$ cat config.mk
export PLATFORM = sky130hd
export DESIGN_NAME = icosoc_mod_spi_master
export DESIGN_NICKNAME = d
export VERILOG_FILES = /design/src/rtl/icosoc_mod_spi_master.sv
export SDC_FILE = /design/constraint.sdc
export NUM_CORES = 1
export LEC_CHECK = 0
export CELL_PAD_IN_SITES_DETAIL_PLACEMENT = 0
export CELL_PAD_IN_SITES_GLOBAL_PLACEMENT = 2
export CORE_ASPECT_RATIO = 0.7
export CORE_MARGIN = 2
export CORE_UTILIZATION = 30
export CTS_BUF_LIST = sky130_fd_sc_hd__clkbuf_16
export DETAILED_ROUTE_END_ITERATION = 10
export GPL_ROUTABILITY_DRIVEN = 1
export PLACE_DENSITY = 0.84
export REMOVE_ABC_BUFFERS = 1
export SYNTH_ARGS = -nofsm -noshare
export SYNTH_HDL_FRONTEND = slang
export SYNTH_SLANG_ARGS = --single-unit
$ cat constraint.sdc
create_clock -name clk -period 3.31 [get_ports clk]
set_input_delay 0.993 -clock clk [delete_from_list [all_inputs] [get_ports clk]]
set_output_delay 0.993 -clock clk [all_outputs]
set_load 0.02 [all_outputs]
$ cat src/rtl/icosoc_mod_spi_master.sv
// SPI mode-0 master on the icosoc ctrl bus: 8-bit MSB-first frames, programmable sclk divider.
// Data writes block (ctrl_done withheld) until the frame ends; CTRL/reads complete one cycle after acceptance.
module icosoc_mod_spi_master #(
  parameter logic [7:0] DEFAULT_DIV = 8'd10
) (
  input  logic        clk,
  input  logic        resetn,
  input  logic        ctrl_wr,
  input  logic        ctrl_rd,
  input  logic [7:0]  ctrl_addr,
  input  logic [31:0] ctrl_wdat,
  output logic [31:0] ctrl_rdat,
  output logic        ctrl_done,
  output logic        cs,
  output logic        mosi,
  input  logic        miso,
  output logic        sclk
);

  typedef enum logic [1:0] {IDLE, LOW, HIGH} state_t;

  state_t      state_q, state_d;
  logic [7:0]  div_q, div_d;
  logic [7:0]  cnt_q, cnt_d;
  logic [7:0]  shift_q, shift_d;
  logic [7:0]  rx_q, rx_d;
  logic [2:0]  bit_q, bit_d;
  logic        cs_q, cs_d;
  logic        sclk_q, sclk_d;
  logic        mosi_q, mosi_d;
  logic        done_q, done_d;
  logic [31:0] rdat_q, rdat_d;

  logic        busy;
  logic        accept;
  logic        phase_end;
  logic [7:0]  div_eff;
  logic        unused_wdat;

  assign busy        = (state_q != IDLE);
  // The host keeps its strobe up through the done cycle, so that edge must not re-accept.
  assign accept      = (ctrl_wr | ctrl_rd) & ~done_q & ~busy;
  assign div_eff     = (div_q == 8'd0) ? 8'd1 : div_q;
  assign phase_end   = (cnt_q == (div_eff - 8'd1));
  assign unused_wdat = ^ctrl_wdat[31:16];

  always_comb begin
    state_d = state_q;
    div_d   = div_q;
    cnt_d   = cnt_q;
    shift_d = shift_q;
    rx_d    = rx_q;
    bit_d   = bit_q;
    cs_d    = cs_q;
    sclk_d  = sclk_q;
    mosi_d  = mosi_q;
    rdat_d  = rdat_q;
    done_d  = 1'b0;
    case (state_q)
      IDLE: begin
        if (accept) begin
          if (ctrl_wr) begin
            case (ctrl_addr)
              8'h00: begin
                cs_d   = ctrl_wdat[0];
                div_d  = ctrl_wdat[15:8];
                done_d = 1'b1;
              end
              8'h04: begin
                shift_d = ctrl_wdat[7:0];
                mosi_d  = ctrl_wdat[7];
                bit_d   = 3'd0;
                cnt_d   = 8'd0;
                state_d = LOW;
              end
              default: done_d = 1'b1;
            endcase
          end else begin
            done_d = 1'b1;
            case (ctrl_addr)
              8'h00:   rdat_d = {16'b0, div_q, 6'b0, busy, cs_q};
              8'h04:   rdat_d = {24'b0, rx_q};
              default: rdat_d = 32'b0;
            endcase
          end
        end
      end
      LOW: begin
        if (phase_end) begin
          cnt_d   = 8'd0;
          sclk_d  = 1'b1;
          shift_d = {shift_q[6:0], miso};
          state_d = HIGH;
        end else begin
          cnt_d = cnt_q + 8'd1;
        end
      end
      HIGH: begin
        if (phase_end) begin
          cnt_d  = 8'd0;
          sclk_d = 1'b0;
          if (bit_q == 3'd7) begin
            rx_d    = shift_q;
            done_d  = 1'b1;
            state_d = IDLE;
          end else begin
            // After the rising-edge shift, bit 7 already holds the next bit to send.
            bit_d   = bit_q + 3'd1;
            mosi_d  = shift_q[7];
            state_d = LOW;
          end
        end else begin
          cnt_d = cnt_q + 8'd1;
        end
      end
      default: state_d = IDLE;
    endcase
  end

  always_ff @(posedge clk or posedge resetn) begin
    if (resetn) begin
      state_q <= IDLE;
      div_q   <= DEFAULT_DIV;
      cnt_q   <= 8'd0;
      shift_q <= 8'd0;
      rx_q    <= 8'd0;
      bit_q   <= 3'd0;
      cs_q    <= 1'b1;
      sclk_q  <= 1'b0;
      mosi_q  <= 1'b0;
      done_q  <= 1'b0;
      rdat_q  <= 32'd0;
    end else begin
      state_q <= state_d;
      div_q   <= div_d;
      cnt_q   <= cnt_d;
      shift_q <= shift_d;
      rx_q    <= rx_d;
      bit_q   <= bit_d;
      cs_q    <= cs_d;
      sclk_q  <= sclk_d;
      mosi_q  <= mosi_d;
      done_q  <= done_d;
      rdat_q  <= rdat_d;
    end
  end

  assign ctrl_rdat = rdat_q;
  assign ctrl_done = done_q;
  assign cs        = cs_q;
  assign sclk      = sclk_q;
  assign mosi      = mosi_q;

endmodule

==> impl_metrics.yaml, run 1 <==
worst_setup_path:
  endpoint_kind: "register"
  start_kind: "register"
  timing.critical_path.slowest_stage_cell: "nor4_2"
  critical_path_class: "register to register"
  worstPathRequired_ps: 3510
  worstPathArrival_ps: 3280
  worstPathCellList: "nor4_2 -> a21oi_1 -> ha_1 -> nor3b_1 -> xnor2_1 -> nor3_1 -> o211a_1 -> nand3_1 -> buf_4 -> o221a_2"
  max_stage_delay_ps: 480
  crit_fanout: 6
layout:
  syn2layout_area_growth_pct: 32.0
  design.final.nets: 419
  insertedDiodeCount: 0
  layout.filler_cells: 956
  final_layout_size_suffix_gt1_frac: 0.170
  fin_util: 0.412
  layout.cell_area.non_filler_sq_um: 4050
floorplanning:
  top_level_ports: 81
  die-width_um: 125
  die_h_um: 88.6
  initial_utilization: 0.312
  design.die.area_sq_um: 11100
  floorplan.core_area_sq_um: 9830
  rows: 30
clocking:
  clock-root-buffer: "clkbuf_16"
  clock_net_sink_count: 57
  clockBufferDepth: 2
  clk_pin_slew_ps: 50
  clock_tree.htree_level_count: 3
  cts_hold_buffers: 0
  tritoncts: "done"
  tritoncts.num_buffers: 9
  clkLatencyLatePin_ps: 320
  ctsResizeCount: 0
  cts_post_setup_buffers_inserted: 0
logic_synthesis:
  count_of_cell_types_in_the_netlist: 51
  syn_inst: 302
  async_reset_ff_frac: 1.00
  synth_edf_count: 0
  synth.ff_latch_count: 57
  synth_area_sq_um: 3070
  synth_seq_area_share: 0.466
  synth-main-ff-cell: "dfrtp_1"
  ys.warnings.count: 0
  post_synth.cell_area_avg_sq_um: 10.2
timing:
  timing.clock.skew_ps: 5.12
  hold_slack_ps: 464
  maxSlewHeadroom: 0.519
  finalSetupTns_ps: 0
  slew_viol_final: 0
  rsz0062_at_grt: "no"
  tightest_slew_ps: 718
  finalHoldViolCount: 0
  setup_viols_final: 0
  finalCritPeriodShare: 0.929
  clock.fmax_mhz: 325
  finalCriticalPeriod_ps: 3080
detailed_routing:
  vias: 2469
  post-route-drc-count: 0
  wirelength_um: 7950
  route.detailed.vias_per_inst: 4.95
  ant_nets: 0
  route.detailed.wl_per_inst_um: 15.9
  dr.first_iter.drc_count: 176
  detail_route.first_pass.iterations: 4
hold_path:
  hold_path_class: "register to register"
global_routing:
  globalRoute.totalOverflow: 0
  global_route.usage.total: 0.155
  first_global_vias: 2547
  grt_pass1_wl_um: 13200
  grt_max_degree: 33
  number_of_antenna_violations_at_the_first_check_in_global_routing: 0
power_and_ir_drop:
  static-leakage-power_nw: 1.89
  irDropWorstVdd_mv: 0.287
  power_density_nw_per_um2: 670
place:
  hpwl_um: 5920
  globalplace.congestion: 0.783
  post_dp_cell_area_sq_um: 3730
  number_of_i_o_port_buffers: 48
run:
  max_cap_viol_count: 0
outcome:
  outcome: "finished, final reports clean"
==> sequential cells by signal (all words and copies together), names as in the netlist <==
| register | cells |
|---|---|
| ctrl_rdat | 16 |
| cnt_q | 8 |
| div_q | 8 |
| rx_q | 8 |
| shift_q | 8 |
| bit_q | 3 |
| state_q | 2 |
| cs | 1 |
| ctrl_done | 1 |
| mosi | 1 |
| sclk | 1 |
==> cells in the mapped netlist (6+ instances only) <==
library cell,n,share of area
dfrtp_1,54,0.44
nand2_1,40,0.049
nand3_1,24,0.039
buf_4,16,0.039
mux2_2,16,0.059
inv_1,14,0.017
nor2_1,13,0.016
xnor2_1,9,0.026
ha_1,8,0.033
a32o_1,7,0.023
and3_1,7,0.014
nand2b_1,7,0.014
mux2i_1,6,0.020
o221a_2,6,0.022
==> cell usage in the layout (no fill, tap or decap), types with 3 or more instances in the layout <==
cell type,instances
dfrtp_1,54
clkdlybuf4s50_1,48
nand2_1,40
nand3_1,24
mux2_2,16
conb_1,16
buf_4,14
inv_1,13
nor2_1,13
xnor2_1,9
clkbuf_16,9
ha_1,8
and3_1,7
a32o_1,7
nand2b_1,7
mux2i_1,6
o221a_2,6
nor3_1,5
o211ai_1,5
o21ai_0,5
nor4_1,4
o21a_1,4
a31oi_1,4
nor2b_1,3
a221oi_1,3
dfstp_2,3
==> worst paths after layout <==
kind	from	end	slack (ps)	cells past startpoint
min reg2reg	ctrl_rdat[4]	ctrl_rdat[4]	460	2
max	div_q[6]	shift_q[6]	230	10
min in group asynchronous	resetn	ctrl_rdat[3]	1050	2
max in group asynchronous	resetn	cnt_q[5]	1680	3
max reg2reg	div_q[6]	shift_q[6]	230	10
min	ctrl_rdat[4]	ctrl_rdat[4]	460	2
==> area by class of cell <==
class / instances / area (sq um) / area share
clock buffer: 9 / 225 / 0.0556
clock inverter: 7 / 93.8 / 0.0231
inverter: 14 / 52.6 / 0.0130
multi-input combinational: 221 / 1490 / 0.367
sequential: 57 / 1430 / 0.353
tap: 128 / 160 / 0.0395
timing repair buffer: 63 / 606 / 0.149
==> stage by stage <==
stage,power (mW),setup WS [ps],std cells
CTS,2.74,208,499
floorplan,1.43,514,292
finish,2.71,234,499
global placement,1.71,259,483
global route,2.89,22.4,499
detailed placement,1.74,253,483
==> metal layers <==
layer,up-vias,GRT usage,wire [um]
met5,-,0,0
met4,0,0.0475,59
met3,6,0.0447,477
met2,65,0.242,3720
met1,1209,0.211,3700
li1,1189,-,-
==> report_power, final <==
group	leakage [nW]	internal (mW)	switching (mW)
Combinational	0.995	0.356	0.436
Clock	0.152	0.657	0.323
Sequential	0.741	0.815	0.127
==> kinds of logic after synthesis <==
group           share of synthesized area
other cells                       0.00122
xor+xnor                           0.0285
buf+inv                            0.0705
simple gates                        0.191
flops                               0.466
mux                                0.0782
fa+ha+maj                          0.0326
compound gates                      0.132
==> critical path: cells and delay by family, from the launching register on <==
family,cells,cell delay [ps]
buffers and inverters,1,190
AO/OA/AOI/OAI,3,820
adder cells (fa/ha/maj),1,290
flip-flops,1,400
XOR/XNOR,1,130
AND/OR/NAND/NOR,4,1130
Note: power is estimated with default switching activity, not from simulation.
==> run 2: changes to the inputs <==
--- a/config.mk
+++ b/config.mk
@@ -13,7 +13,7 @@
 export CTS_BUF_LIST = sky130_fd_sc_hd__clkbuf_16
 export DETAILED_ROUTE_END_ITERATION = 10
 export GPL_ROUTABILITY_DRIVEN = 1
-export PLACE_DENSITY = 0.84
+export PLACE_DENSITY = 0.78
 export REMOVE_ABC_BUFFERS = 1
 export SYNTH_ARGS = -nofsm -noshare
 export SYNTH_HDL_FRONTEND = slang
==> run 2 against run 1 <==
  * Maximum frequency shrank 0.56%
  * Register-to-register slack worse by 20 ps
  * Clock power is 1% lower
  * Flip-flop and latch count did not move
  * Clock-buffer cell count stayed put
  * Routed wire length shrank 3.0%
  * First-iteration DRC count fell by 16%
  * Worst hold slack lost 4.4 ps
  * Critical path depth is 1 lower
  * Sequential power decreased by 0.4%
  * Total power decreased by 1.0%
  * Utilization decreased by 0.42 points
  * Largest power group unchanged
==> impl_metrics.yaml, run 2 (synthesis gave the netlist of run 1 again) <==
layout:
  syn2layout_area_growth_pct: 30.7
  largest_register_ff_count: 16
  insertedDiodeCount: 0
  area_used_by_multi_input_combinational_logic_sq_um: 1490
  ff_latch_area_sq_um: 1430
  design.final.nets: 416
  final_layout_size_suffix_gt1_frac: 0.158
  layout.filler_cells: 971
  commonest_cells_after_routing_fill_and_taps_aside: "54 x dfrtp_1, 48 x clkdlybuf4s50_1, 40 x nand2_1, 24 x nand3_1"
  layout_commonest_cell: "dfrtp_1"
  layout.cells.non_filler: 496
power_and_ir_drop:
  power_density_nw_per_um2: 670
  irDropWorstVdd_mv: 0.297
  static-leakage-power_nw: 1.87
  power.total_mw: 2.69
clocking:
  tritoncts.num_buffers: 9
  cts_hold_buffers: 0
  clockBufferDepth: 2
  clock_net_sink_count: 57
  cts_post_setup_buffers_inserted: 0
  tritoncts: "done"
  clock-root-buffer: "clkbuf_16"
  clkLatencyLatePin_ps: 330
  clk_pin_slew_ps: 50
  clock_tree.htree_level_count: 3
  ctsResizeCount: 0
timing:
  maxSlewHeadroom: 0.497
  tightest_slew_ps: 755
  finalSetupTns_ps: 0
  final_critical_path_setup_slack_ps: 217
  slew_viol_final: 0
  timing.clock.skew_ps: 5.71
  finalCriticalPeriod_ps: 3090
  clock.fmax_mhz: 323
  hold_slack_ps: 460
  setup_viols_final: 0
  finalCritPeriodShare: 0.934
  rsz0062_at_grt: "no"
  finalHoldViolCount: 0
detailed_routing:
  vias: 2475
  route.detailed.wl_per_inst_um: 15.5
  ant_nets: 0
  post-route-drc-count: 0
  route.detailed.vias_per_inst: 4.99
  wirelength_um: 7710
  detail_route.first_pass.iterations: 4
  dr.first_iter.drc_count: 148
floorplanning:
  design.die.area_sq_um: 11100
  die_h_um: 88.6
  initial_utilization: 0.312
  die-width_um: 125
  floorplan.core_area_sq_um: 9830
  rows: 30
  top_level_ports: 81
place:
  pre_cts_ws_ps: 123
  globalplace.congestion: 0.786
  hpwl_um: 5500
  number_of_i_o_port_buffers: 48
  dpl.cell_count: 480
global_routing:
  grt_max_degree: 58
  global_route.usage.total: 0.143
  first_global_vias: 2402
  grt_pass1_wl_um: 12200
  globalRoute.totalOverflow: 0
  number_of_antenna_violations_at_the_first_check_in_global_routing: 0
run:
  max_cap_viol_count: 0
worst_setup_path:
  worstPathRequired_ps: 3520
  worstPathArrival_ps: 3310
  critical_path_class: "register to register"
  start_kind: "register"
  endpoint_kind: "register"
  crit_fanout: 7
hold_path:
  hold_path_class: "register to register"
outcome:
  outcome: "finished, final reports clean"
## run 2: cell count changes in the layout (fill, tap and decap cells not counted), sizes merged
cell and change:
buf -3, clkinv -1, inv +1
## run 2: path summary, 6_finish.rpt
| path | startpoint | slack (ps) | endpoint | cells after the start |
|---|---|---|---|---|
| worst max-delay path | div_q[3] | 220 | shift_q[3] | 9 |
| worst min-delay path | ctrl_rdat[1] | 460 | ctrl_rdat[1] | 2 |
| worst max register to register | div_q[3] | 220 | shift_q[3] | 9 |
| worst min register to register | ctrl_rdat[1] | 460 | ctrl_rdat[1] | 2 |
| max in group asynchronous | resetn | 1590 | cnt_q[2] | 3 |
| min in group asynchronous | resetn | 1200 | ctrl_rdat[5] | 3 |
## run 2: metal layers
layer  up-vias  routed length (um)  share of wire  GRT usage
met5         -                   0              0          0
met4         0                 100          0.013     0.0465
met3        10                 400          0.052     0.0490
met2        58                3330           0.43      0.215
met1      1223                3890           0.50      0.197
li1       1184                   -              -          -
## run 2: worst max-delay path: stages (launching register included)
cell and delay (ps):
dfstp_2 410, nor4_2 500, a21oi_1 200, ha_1 290, nor3b_1 160, xnor2_1 130
nor3_1 300, o211a_1 340, nand3_1 300, o221a_2 360
## run 2: area by class of cell
class,instances,share of cell area
Timing Repair Buffer,60,0.142
Sequential cell,57,0.356
Tap cell,128,0.0399
Inverter,14,0.0131
Multi-Input combinational cell,221,0.370
Clock inverter,7,0.0218
Clock buffer,9,0.0561
## run 2: power by group
group	total (mW)	switching, mW	internal (mW)	leakage [nW]
Combinational	0.778	0.426	0.352	0.977
Clock	0.970	0.320	0.651	0.154
Sequential	0.938	0.123	0.815	0.741
Total	2.69	0.869	1.82	1.87
## run 2: metrics by stage
step,cell area [sq um],utilization
floorplan,2960,-
global placement,3700,0.376
detailed placement,3700,0.376
CTS,4010,0.408
global route,4010,0.408
finish,4010,0.408
